## config.mk

```make
export PLATFORM = sky130hd
export DESIGN_NAME = coin_accumulator
export DESIGN_NICKNAME = d
export VERILOG_FILES = /design/src/rtl/coin_accumulator.sv
export SDC_FILE = /design/constraint.sdc
export NUM_CORES = 1
export LEC_CHECK = 0
export ABC_CLOCK_PERIOD_IN_PS = 7050
export BUFFER_PORTS_ARGS = -buffer_cell sky130_fd_sc_hd__buf_2
export CORE_ASPECT_RATIO = 1.5
export CORE_MARGIN = 4
export CORE_UTILIZATION = 51
export CTS_CLUSTER_DIAMETER = 150
export DETAILED_ROUTE_END_ITERATION = 10
export PLACE_DENSITY_LB_ADDON = 0.15
export REMOVE_ABC_BUFFERS = 1
export SYNTH_ARGS = -nofsm -noshare
export SYNTH_HDL_FRONTEND = slang
export SYNTH_SLANG_ARGS = --single-unit
export TNS_END_PERCENT = 20
```

## constraint.sdc

```tcl
create_clock -name clk_i -period 7.05 [get_ports clk_i]
set_clock_uncertainty 0.15 [all_clocks]
set_input_delay 0.705 -clock clk_i [delete_from_list [all_inputs] [get_ports clk_i]]
set_output_delay 0.705 -clock clk_i [all_outputs]
set_load 0.005 [all_outputs]
```

## src/rtl/coin_accumulator.sv

```systemverilog
// Coin front end of the vending path: edge-detects coin sensors, accumulates the
// deposit, strobes exceed_o for one cycle at vend time, and handles cancel/refund.
module coin_accumulator #(
   parameter int PRICE = 20
) (
   input  logic       clk_i,
   input  logic       rst_i,
   input  logic       nickel_i,
   input  logic       dime_i,
   input  logic       quarter_i,
   input  logic       cancel_i,
   output logic [5:0] deposit_o,
   output logic       exceed_o,
   output logic       refund_valid_o,
   output logic [5:0] refund_o,
   output logic       coin_reject_o,
   output logic [7:0] sales_cnt_o
);

   localparam logic [5:0] PRICE_C = 6'(PRICE);

   typedef enum logic [1:0] {
      ST_IDLE    = 2'd0,
      ST_COLLECT = 2'd1,
      ST_VEND    = 2'd2
   } state_t;

   // Value of a single coin event; zero unless exactly one sensor rose.
   function automatic logic [5:0] coin_value(input logic [2:0] evt);
      logic [5:0] val;
      val = 6'd0;
      case (evt)
         3'b001:  val = 6'd5;
         3'b010:  val = 6'd10;
         3'b100:  val = 6'd25;
         default: val = 6'd0;
      endcase
      return val;
   endfunction

   function automatic logic more_than_one(input logic [2:0] evt);
      return (evt[0] & evt[1]) | (evt[0] & evt[2]) | (evt[1] & evt[2]);
   endfunction

   state_t     r_state;
   logic [2:0] r_prev;
   logic [5:0] r_deposit;
   logic [5:0] r_refund;
   logic       r_refund_valid;
   logic       r_coin_reject;
   logic [7:0] r_sales_cnt;

   logic [2:0] w_evt;
   logic       w_any;
   logic       w_multi;
   logic       w_legal;
   logic [5:0] w_value;
   logic [5:0] w_sum;

   assign w_evt   = {quarter_i, dime_i, nickel_i} & ~r_prev;
   assign w_any   = |w_evt;
   assign w_multi = more_than_one(w_evt);
   assign w_legal = w_any & ~w_multi;
   assign w_value = coin_value(w_evt);
   // Deposit is zero in IDLE, so one adder covers both IDLE and COLLECT.
   assign w_sum   = r_deposit + w_value;

   always_ff @(posedge clk_i) begin
      if (rst_i) begin
         r_prev         <= 3'b111;
         r_state        <= ST_IDLE;
         r_deposit      <= 6'd0;
         r_refund       <= 6'd0;
         r_refund_valid <= 1'b0;
         r_coin_reject  <= 1'b0;
         r_sales_cnt    <= 8'd0;
      end else begin
         r_prev         <= {quarter_i, dime_i, nickel_i};
         r_refund       <= 6'd0;
         r_refund_valid <= 1'b0;
         r_coin_reject  <= 1'b0;
         case (r_state)
            ST_IDLE: begin
               r_coin_reject <= w_multi;
               if (w_legal) begin
                  r_deposit <= w_sum;
                  r_state   <= (w_sum >= PRICE_C) ? ST_VEND : ST_COLLECT;
               end
            end
            ST_COLLECT: begin
               r_coin_reject <= w_multi;
               // Cancel wins over coins; a legal simultaneous coin is refunded too.
               if (cancel_i) begin
                  r_refund_valid <= 1'b1;
                  r_refund       <= w_sum;
                  r_deposit      <= 6'd0;
                  r_state        <= ST_IDLE;
               end else if (w_legal) begin
                  r_deposit <= w_sum;
                  r_state   <= (w_sum >= PRICE_C) ? ST_VEND : ST_COLLECT;
               end
            end
            ST_VEND: begin
               r_coin_reject <= w_any;
               r_deposit     <= 6'd0;
               r_sales_cnt   <= r_sales_cnt + 8'd1;
               r_state       <= ST_IDLE;
            end
            default: begin
               r_deposit <= 6'd0;
               r_state   <= ST_IDLE;
            end
         endcase
      end
   end

   assign deposit_o      = r_deposit;
   assign exceed_o       = (r_state == ST_VEND);
   assign refund_valid_o = r_refund_valid;
   assign refund_o       = r_refund;
   assign coin_reject_o  = r_coin_reject;
   assign sales_cnt_o    = r_sales_cnt;

endmodule

```

* Yosys cells after proc, flatten, opt, wreduce, memory -nomap -nowiden
Cells that the tools add are included.
** Storage, ports and cells
- Output and inout bits :: 23
- Input bits :: 6
- Flip-flop bits (word level) :: 27
- Logic and storage cells :: 41
** Operators by class
- Reductions and logical operators :: 5
- Bitwise logic cells :: 11
- Magnitude comparators :: 1
- Multiplexer cells :: 10
- Add/sub/neg operators :: 2
- Equality and inequality tests :: 5
** Operators with widths (count)
- case mux 5 bit (3 select lines) :: 1
- two-way mux 6 bit :: 2
- case mux 6 bit (2 select lines) :: 1
- adder 8 x 1 -> 8 bit, second input constant :: 1
- adder 6 bit :: 1
- greater-or-equal comparator 6 x 5 -> 1 bit, second input constant :: 1
- two-way mux 2 bit :: 3
- OR reduction 3 bit :: 2
- AND 1 bit :: 4
- case mux 2 bit (2 select lines) :: 1
- OR reduction 2 bit :: 2
- AND 3 bit :: 1
- == test 3 x 1 -> 1 bit, second input constant :: 1
- == test 3 x 2 -> 1 bit, second input constant :: 1
- == test 3 bit, second input constant :: 1
- inverter 1 bit :: 3
- inverter 3 bit :: 1
- == test 2 x 1 -> 1 bit, second input constant :: 1
- == test 2 bit, second input constant :: 1
- logical NOT 2 bit :: 1
- OR 1 bit :: 2
- case mux 1 bit (2 select lines) :: 1
- two-way mux 1 bit :: 1

* Logic depth before layout (Yosys ltp)
Gate-level depths: netlist of the first run.
- Depth in word-level cells :: 10
- Mapped depth :: 12
- Gate-level depth less buffers :: 12

* Worst setup path before layout of the first run
Ideal clock, no wire load.
- Kind :: input to register
- Start point :: input port quarter_i
- End point :: register r_state[0]
- Arrival :: 2656 ps
- Library setup time :: 84 ps
- Path slack :: 4160 ps
- Data required time :: 6816 ps
- Cell stages on the path :: 12
- Buffers on the path :: 1
- Path through :: nand2b_1 buf_2 nor3_1 or2_2 ha_1 inv_1 fa_1 nand2b_1 a21oi_1 xnor2_1 a21oi_1 o31ai_2
** Between the ends
- Cells in the longest elaborated chain, start to end :: 9
- Elaborated cells between the ends (all ways) :: 18
- Classes of those cells :: add/sub (1); order compare (1); eq/ne (3); mux (5); bitwise (7); reduce/logical (1)
** Ends and longest elaborated chain
- start: declaration :: line 10 : input logic quarter_i,
- AND 3 bit (*) :: line 60 : assign w_evt = {quarter_i, dime_i, nickel_i} & ~r_prev;
- == test 3 bit, or another cell as far along :: line 32 : case (evt)
- case mux 5 bit (3 select lines) or OR 1 bit (tied branches) :: line 32, 42
- adder 6 bit or OR 1 bit (tied branches) :: line 66, 42
- greater-or-equal comparator 6 x 5 -> 1 bit or inverter 1 bit (tied branches) :: line 87, 100, 63
- two-way mux 2 bit or AND 1 bit (tied branches) :: line 87, 100, 63
- two-way mux 2 bit (*) :: line 85, 98
- two-way mux 2 bit :: line 93 : if (cancel_i) begin
- case mux 2 bit (2 select lines) (*) :: line 82 : case (r_state)
- end signal: assignment :: line 87 : r_state <= (w_sum >= PRICE_C) ? ST_VEND : ST_COLLECT;
- end signal: assignment :: line 100 : r_state <= (w_sum >= PRICE_C) ? ST_VEND : ST_COLLECT;
- end: declaration :: line 45 : state_t r_state;
Every way passes the cells marked *; elsewhere a longest branch is shown, timed or not.
A chain may end at the register's enable or synchronous reset.

* Worst setup path in the final report of the first run
Same ends and word-level chain as after synthesis.

==> metrics.yaml, run 1 <==
critical_path:
  cp-start-kind: "input port"
  crit_fanout: 7
  end_kind: "flop"
  cp_cell_sequence: "buf_2, nand2b_1, nor3_1, or2_2, ha_1, inv_1, fa_1, nand2b_1, a21oi_1, xnor2_1, a21oi_1, o31ai_2"
  worst_path_max_delay_cell: "fa_1"
  path_class: "input port to flop"
  cp.required_ns: 7.17
  critPathMaxStageDelay_ns: 0.42
  crit_arrival_ns: 2.99
pwr:
  p_clk_share_pct: 26.5
  p_per_area_nw_per_um2: 174
  p_int_uw: 193
  comb_power_share_pct: 12.9
  p_leak_uw: 0.000698
  irDropWorstVdd_uv: 141
  p_sw_share_pct: 26.7
  seq_power_share_pct: 60.6
  power.switching_uw: 70.2
drt:
  num_vias: 1059
  routedLengthMet1_um: 1040
  totalWireLength_um: 2600
  highest_layer: "met4"
  wl_met2_um: 1400
  first_pass_iters: 4
  vias_per_cell: 5.40
  drt_iter0_drc: 17
  dr_wl_met3_um: 85
  antenna_left: 0
  drcViolationCount: 0
  avgRoutedWirePerCell_um: 13.3
final_layout:
  final_cell_mix: "28 x buf_2, 27 x dfxtp_1, 24 x nor2_1"
  n_antenna_cell: 0
  drive_gt1_share_pct: 26.7
  final_util_pct: 60.9
  final_nets: 186
  layout.cells.non_filler: 196
  areaGrowthSynthToFinish_pct: 13.9
  layout_commonest_cell: "buf_2"
cts:
  worstSkewPairLatency_ns: 0.33
  clockBufferDepth: 2
  hold_buffers: 0
  ctsResizeCount: 0
  cts_setup_buffers: 0
  cts_root_buffer: "clkbuf_4"
  path_clk_slew_ns: 0.15
  cts_tree: "yes"
  h-tree-depth: 1
  numCtsBuffers: 3
  cts_sinks: 27
global_routing:
  grt_max_degree: 17
  grt_pass1_wl_um: 4470
  grt-ovfl-total: 0
  grt_pass1_vias: 1075
  grtUsageTotal_pct: 16.4
  antenna_found_initial: 0
placement:
  io_buffer_count: 28
  dpl.cell_count: 192
  globalplace.congestion: 0.893
  detailed_place_hpwl_um: 2080
sta:
  period_needed_ns: 2.87
  max_clock_freq_mhz: 348
  fin_crit_sh_pct: 40.7
  relSlewSlack_pct: 64.8
  setup_viol: 0
  grt_setup_unrepaired: "no"
  worstMarginPinSlew_ns: 0.527
  hold_viol: 0
  finalMaxSlewViolations: 0
  fin_tns_setup_ns: 0
  hold_ws_ns: 0.347
synth:
  avgSynthCellArea_um2: 9.26
  ys_seq_area_share_pct: 40.8
  synth_edf_count: 0
  ys_async_sr_fraction_pct: 0
  yosysWarnings: 0
  ys.flop_type: "dfxtp_1"
  synthDistinctLibCells: 39
  syn_area_um2: 1320
  synthCells: 143
  ys_ff_latch: 27
floorplanning:
  fp.dieH_um: 70.4
  initial_core_util_pct: 53.4
  core-area_um2: 2480
  die_area_um2: 3490
  row_count: 22
  die_x_um: 49.6
  pin_count: 29
hold_path:
  min_path_type: "flop to flop"
status:
  status: "completed"
flow_run:
  drv_cap: 0
[layer usage]
metal | vias to the layer above | GRT usage, %
met5 | - | 0
met4 | 0 | 8.92
met3 | 9 | 2.77
met2 | 21 | 30.6
met1 | 485 | 16.5
li1 | 544 | -
[flip-flops by register name, indices dropped and copies added (netlist names)]
register	cells
r_state	2
refund_valid_o	1
refund_o	6
deposit_o	6
sales_cnt_o	8
r_prev	3
coin_reject_o	1
[cells in the mapped netlist (3+ instances only)]
library cell | n | share of area, %
xor2_1 | 7 | 4.6
o21ai_0 | 5 | 1.9
nand2b_1 | 4 | 1.9
or2_2 | 4 | 1.9
a21oi_1 | 7 | 2.6
nor2b_1 | 3 | 1.4
nand2_1 | 9 | 2.6
xnor2_1 | 4 | 2.6
nor2_1 | 24 | 6.8
nand3_1 | 4 | 1.5
mux2i_1 | 6 | 4.5
inv_1 | 5 | 1.4
ha_1 | 6 | 5.7
dfxtp_1 | 27 | 41
[power groups by stage]
stage          sequential [uW]  clock (uW)  combinational [uW]
2_1_floorplan              162           0                23.3
3_3_place_gp               163           0                33.4
3_5_place_dp               163           0                34.3
4_1_cts                    159        72.2                34.3
5_1_grt                    160        75.8                38.4
6_report                   159        69.6                33.9
[cell families after synthesis]
kind of cell	after synthesis	share of synthesized area, %
AOI/OAI and AO/OA	20	11.2
DFF	27	40.8
xor gates and xnor gates	11	7.28
buffers and inverters	8	2.65
and+or+nand+nor	64	26.3
muxes	6	4.54
adders and majority gates	7	7.18
[stage by stage]
stage	total power (uW)	area (um^2)	worst slack [ns]
after CTS	266	1510	4.19
after floorplan	186	1310	4.17
after detailed placement	197	1480	3.83
final	263	1510	4.18
after global routing	274	1510	3.99
after global placement	196	1480	3.93
[critical path: cells and delay by family]
family | cells | cell delay (ns)
AND/OR/NAND/NOR | 4 | 0.82
AO/OA/AOI/OAI | 3 | 0.54
buffers and inverters | 2 | 0.16
XOR/XNOR | 1 | 0.19
adder cells (fa/ha/maj) | 2 | 0.58
[final timing paths]
| path | startpoint | to | slack, ns | cells after the start |
|---|---|---|---|---|
| min | sales_cnt_o[7]$_SDFFE_PP0P_ | sales_cnt_o[7]$_SDFFE_PP0P_ | 0.35 | 2 |
| max reg2reg | r_prev[2]$_SDFF_PP1_ | r_state[0]$_SDFF_PP0_ | 4.23 | 11 |
| min reg2reg | sales_cnt_o[7]$_SDFFE_PP0P_ | sales_cnt_o[7]$_SDFFE_PP0P_ | 0.35 | 2 |
| max | quarter_i | r_state[0]$_SDFF_PP0_ | 4.18 | 12 |
[cell type report]
| cell class | instances | area (um^2) |
|---|---|---|
| clock buffers | 3 | 22.5 |
| clock inverters | 1 | 7.51 |
| fillers | 220 | 970 |
| inverters | 5 | 18.8 |
| multi-input cells | 108 | 748 |
| flip-flops and latches | 27 | 541 |
| well taps | 24 | 30.0 |
| repair buffers | 28 | 140 |
No activity file was read; power rests on OpenSTA's default activity.
==> run 2, diff against run 1 <==
ABC_AREA = 1   (was not set)
ABC_CLOCK_PERIOD_IN_PS = 2450   (was 7050)
CORE_UTILIZATION = 47   (was 51)
clock period = 2.45 ns   (was 7.05 ns; I/O delays follow)
==> run 2 against run 1 <==
Cell area up 3.2%. Count of clock-buffer cells in the layout increased by 1. Die area up 6.8%. Worst setup slack lost 3.9 ns. Utilization fell by 2.7 points. Critical path type is now flop to flop. Area after synthesis is 0.57% lower. Sequential share of layout area down 1.0 points. Clock power grew to 3.6 times the previous value. Hold slack lost 0.32 ns. Flip-flop and latch count did not move. Sequential power grew to 2.9 times the previous value.
==> metrics.yaml, run 2 <==
cts:
  worstSkewPairLatency_ns: 0.27  # -0.06 ns
  clockBufferDepth: 2  # unchanged
  cts_tree: "yes"
  h-tree-depth: 1  # unchanged
  numCtsBuffers: 3  # unchanged
  cts_sinks: 27  # unchanged
  cts_root_buffer: "clkbuf_8"
  path_clk_slew_ns: 0.09  # -0.06 ns
floorplanning:
  fp.dieH_um: 72.8  # +3.4%
  pin_count: 29  # unchanged
  initial_core_util_pct: 49.2  # -4.3 points
  row_count: 23  # +4.5%
  core-area_um2: 2680  # +8.0%
  die_area_um2: 3730  # +6.8%
  die_x_um: 51.2  # +3.2%
synth:
  netlist_top_cells_area: "dfxtp_1 41%, nand2_1 8.8%, inv_1 7.7%, a21oi_1 5.7%, ha_1 5.7%"
  synthDistinctLibCells: 28  # -28%
  ys_ff_latch: 27  # unchanged
  ys_seq_area_share_pct: 41.1  # +0.23 points
  synthDominantCellAreaShare_pct: 41.1  # +0.23 points
  ys.flop_type: "dfxtp_1"
  syn_area_um2: 1320  # -0.57%
  avgSynthCellArea_um2: 7.61  # -18%
  synth.most_common_cell: "nand2_1"
  synthCells: 173  # +21%
  yosysWarnings: 0  # unchanged
  synth_edf_count: 0  # unchanged
  ys_async_sr_fraction_pct: 0  # unchanged
  yosys.area.top_type: "dfxtp_1"
  yosys-top-cells-count: "31 x nand2_1, 27 x dfxtp_1, 27 x inv_1, 17 x nor2_1, 15 x a21oi_1"
drt:
  drcViolationCount: 0  # unchanged
  avgRoutedWirePerCell_um: 11.9  # -11%
  drt_iter0_drc: 26  # +9
  antenna_left: 0  # unchanged
  vias_per_cell: 4.93  # -8.8%
  num_vias: 1193  # +13%
  first_pass_iters: 4  # unchanged
  totalWireLength_um: 2880  # +10%
final_layout:
  fin_area_um2: 1560  # +3.2%
  n_antenna_cell: 0  # unchanged
  areaGrowthSynthToFinish_pct: 18.3
  seq_area_um2: 542  # +0.23%
  drive_gt1_share_pct: 27.8  # +1.1 points
  layout_commonest_cell: "nand2_1"
  largest_reg_flops: 8  # unchanged
  final_util_pct: 58.2  # -2.7 points
  multi_input_area_um2: 663  # -11%
  fillers: 260  # +18%
  final_cell_mix: "30 x nand2_1, 28 x buf_2, 26 x inv_1, 26 x dfxtp_1, 17 x nor2_1"
  final_nets: 219  # +18%
sta:
  hold_viol: 0  # unchanged
  fin_tns_setup_ns: 0  # unchanged
  period_needed_ns: 2.20
  worstMarginPinSlew_ns: 0.315  # -0.212 ns
  setup_viol: 0  # unchanged
  grt_setup_unrepaired: "no"
  finalMaxSlewViolations: 0  # unchanged
  fin_crit_sh_pct: 89.7
  max_clock_freq_mhz: 455
  relSlewSlack_pct: 79.0  # +14 points
global_routing:
  grt_max_degree: 15  # -2
  antenna_found_initial: 0  # unchanged
  grt_pass1_vias: 1188  # +11%
  grt-ovfl-total: 0  # unchanged
  grtUsageTotal_pct: 16.4  # +0.018 points
  grt_pass1_wl_um: 4860  # +8.8%
pwr:
  p_sw_share_pct: 26.6  # -0.052 points
  seq_power_share_pct: 55.5  # -5.1 points
  comb_power_share_pct: 14.5  # +1.6 points
  p_int_uw: 615  # +220%
  power.switching_uw: 223  # +220%
  p_clk_share_pct: 30.0  # +3.5 points
  p_per_area_nw_per_um2: 538  # +210%
  irDropWorstVdd_uv: 388  # +180%
  p_leak_uw: 0.000787  # +13%
placement:
  placed_cell_area_um2: 1500  # +1.2%
  detailed_place_hpwl_um: 2200  # +5.9%
  io_buffer_count: 28  # unchanged
  globalplace.congestion: 0.897  # +0.38%
critical_path:
  crit_fanout: 5  # -2
  ff2ff_setup_slack_ns: 0.25  # -3.98 ns
  reg2reg_to: "r_state[0]$_SDFF_PP0_"
  cp-start-kind: "flop"
  reg2reg_depth: 16  # +5
  end_kind: "flop"
  r2r-start: "r_prev[2]$_SDFF_PP1_"
  crit_arrival_ns: 2.22  # -0.77 ns
  cp.required_ns: 2.47  # -4.70 ns
  path_class: "flop to flop"
flow_run:
  drv_cap: 0  # unchanged
hold_path:
  whs_path_depth: 2  # unchanged
  min_path_type: "input port to flop"
  hp-start: "quarter_i"
  whs_endpoint: "r_prev[2]$_SDFF_PP1_"
status:
  status: "completed"
[run 2: changes by cell type after synthesis, moves of 6 or more]
cell,change
mux2i_1,-6
nand2_1,+22
a21oi_1,+8
inv_1,+22
xor2_1,-6
nor2_1,-7
nand3_1,+9
[run 2: layer usage]
metal / share of wire, % / wire [um] / track usage (%) / up-vias
met5: 0 / 0 / 0 / -
met4: 2.5 / 72 / 6.71 / 0
met3: 4.0 / 114 / 1.84 / 8
met2: 53 / 1520 / 30.3 / 25
met1: 41 / 1170 / 18.7 / 544
li1: - / - / - / 616
[run 2: timing repair]
action                     4_1_cts  5_1_grt
hold buffers                     0        0
buffers inserted                 0        0
setup endpoints to repair        0        3
resized for setup                0        6
[run 2: worst max path at each step]
stage	from	to	slack, ns	cells after the start
finish	r_prev[2]$_SDFF_PP1_	r_state[0]$_SDFF_PP0_	0.25	16
detailed placement	quarter_i	r_state[0]$_SDFF_PP0_	0.16	16
floorplan	r_prev[2]$_SDFF_PP1_	r_state[0]$_SDFF_PP0_	0.41	16
CTS	r_prev[2]$_SDFF_PP1_	r_state[0]$_SDFF_PP0_	0.14	16
global route	r_prev[2]$_SDFF_PP1_	r_state[0]$_SDFF_PP0_	0.03	16
global placement	quarter_i	r_state[0]$_SDFF_PP0_	0.27	16
[run 2: per-stage QoR]
step	setup slack [ns]	power [uW]	hold WS [ns]	cells
4_1_cts	0.144	839	0.0284	242
3_5_place_dp	0.162	592	0.304	238
2_1_floorplan	0.409	553	0.164	172
3_3_place_gp	0.267	590	0.296	238
6_report	0.253	838	0.0306	242
5_1_grt	0.0331	872	0.0408	242
[run 2: final cells by class]
cell class	instances	share of cell area (%)
Tap cell	37	2.97
Timing Repair Buffer	29	9.49
Inverter	30	7.23
Multi-Input combinational cell	115	42.6
Clock buffer	4	2.89
Sequential cell	27	34.8
[run 2: power groups by stage]
stage / logic (uW) / clock network [uW] / registers, uW
finish: 121 / 251 / 465
global route: 139 / 266 / 467
CTS: 119 / 254 / 465
detailed placement: 117 / 0 / 475
global placement: 115 / 0 / 474
floorplan: 78.2 / 0 / 475
[run 2: kinds of logic after synthesis]
logic type	after synthesis	share of synthesized area (%)
compound gates	31	13.9
flops	27	41.1
buf+inv	31	9.70
fa+ha+maj	7	7.22
simple gates	76	27.5
xor+xnor	1	0.666
[run 2: worst max-delay path, cell delays in order, from the launching register on]
cell     delay [ns]
dfxtp_1        0.31
inv_1          0.05
nand2_2        0.10
inv_2          0.10
nand3_4        0.09
nand2_1        0.08
ha_2           0.19
inv_1          0.06
fa_2           0.35
inv_1          0.07
nand3_1        0.08
nand2_1        0.08
nand2_1        0.06
nand2_1        0.09
nand3_1        0.11
nand2_1        0.09
nor2_1         0.04
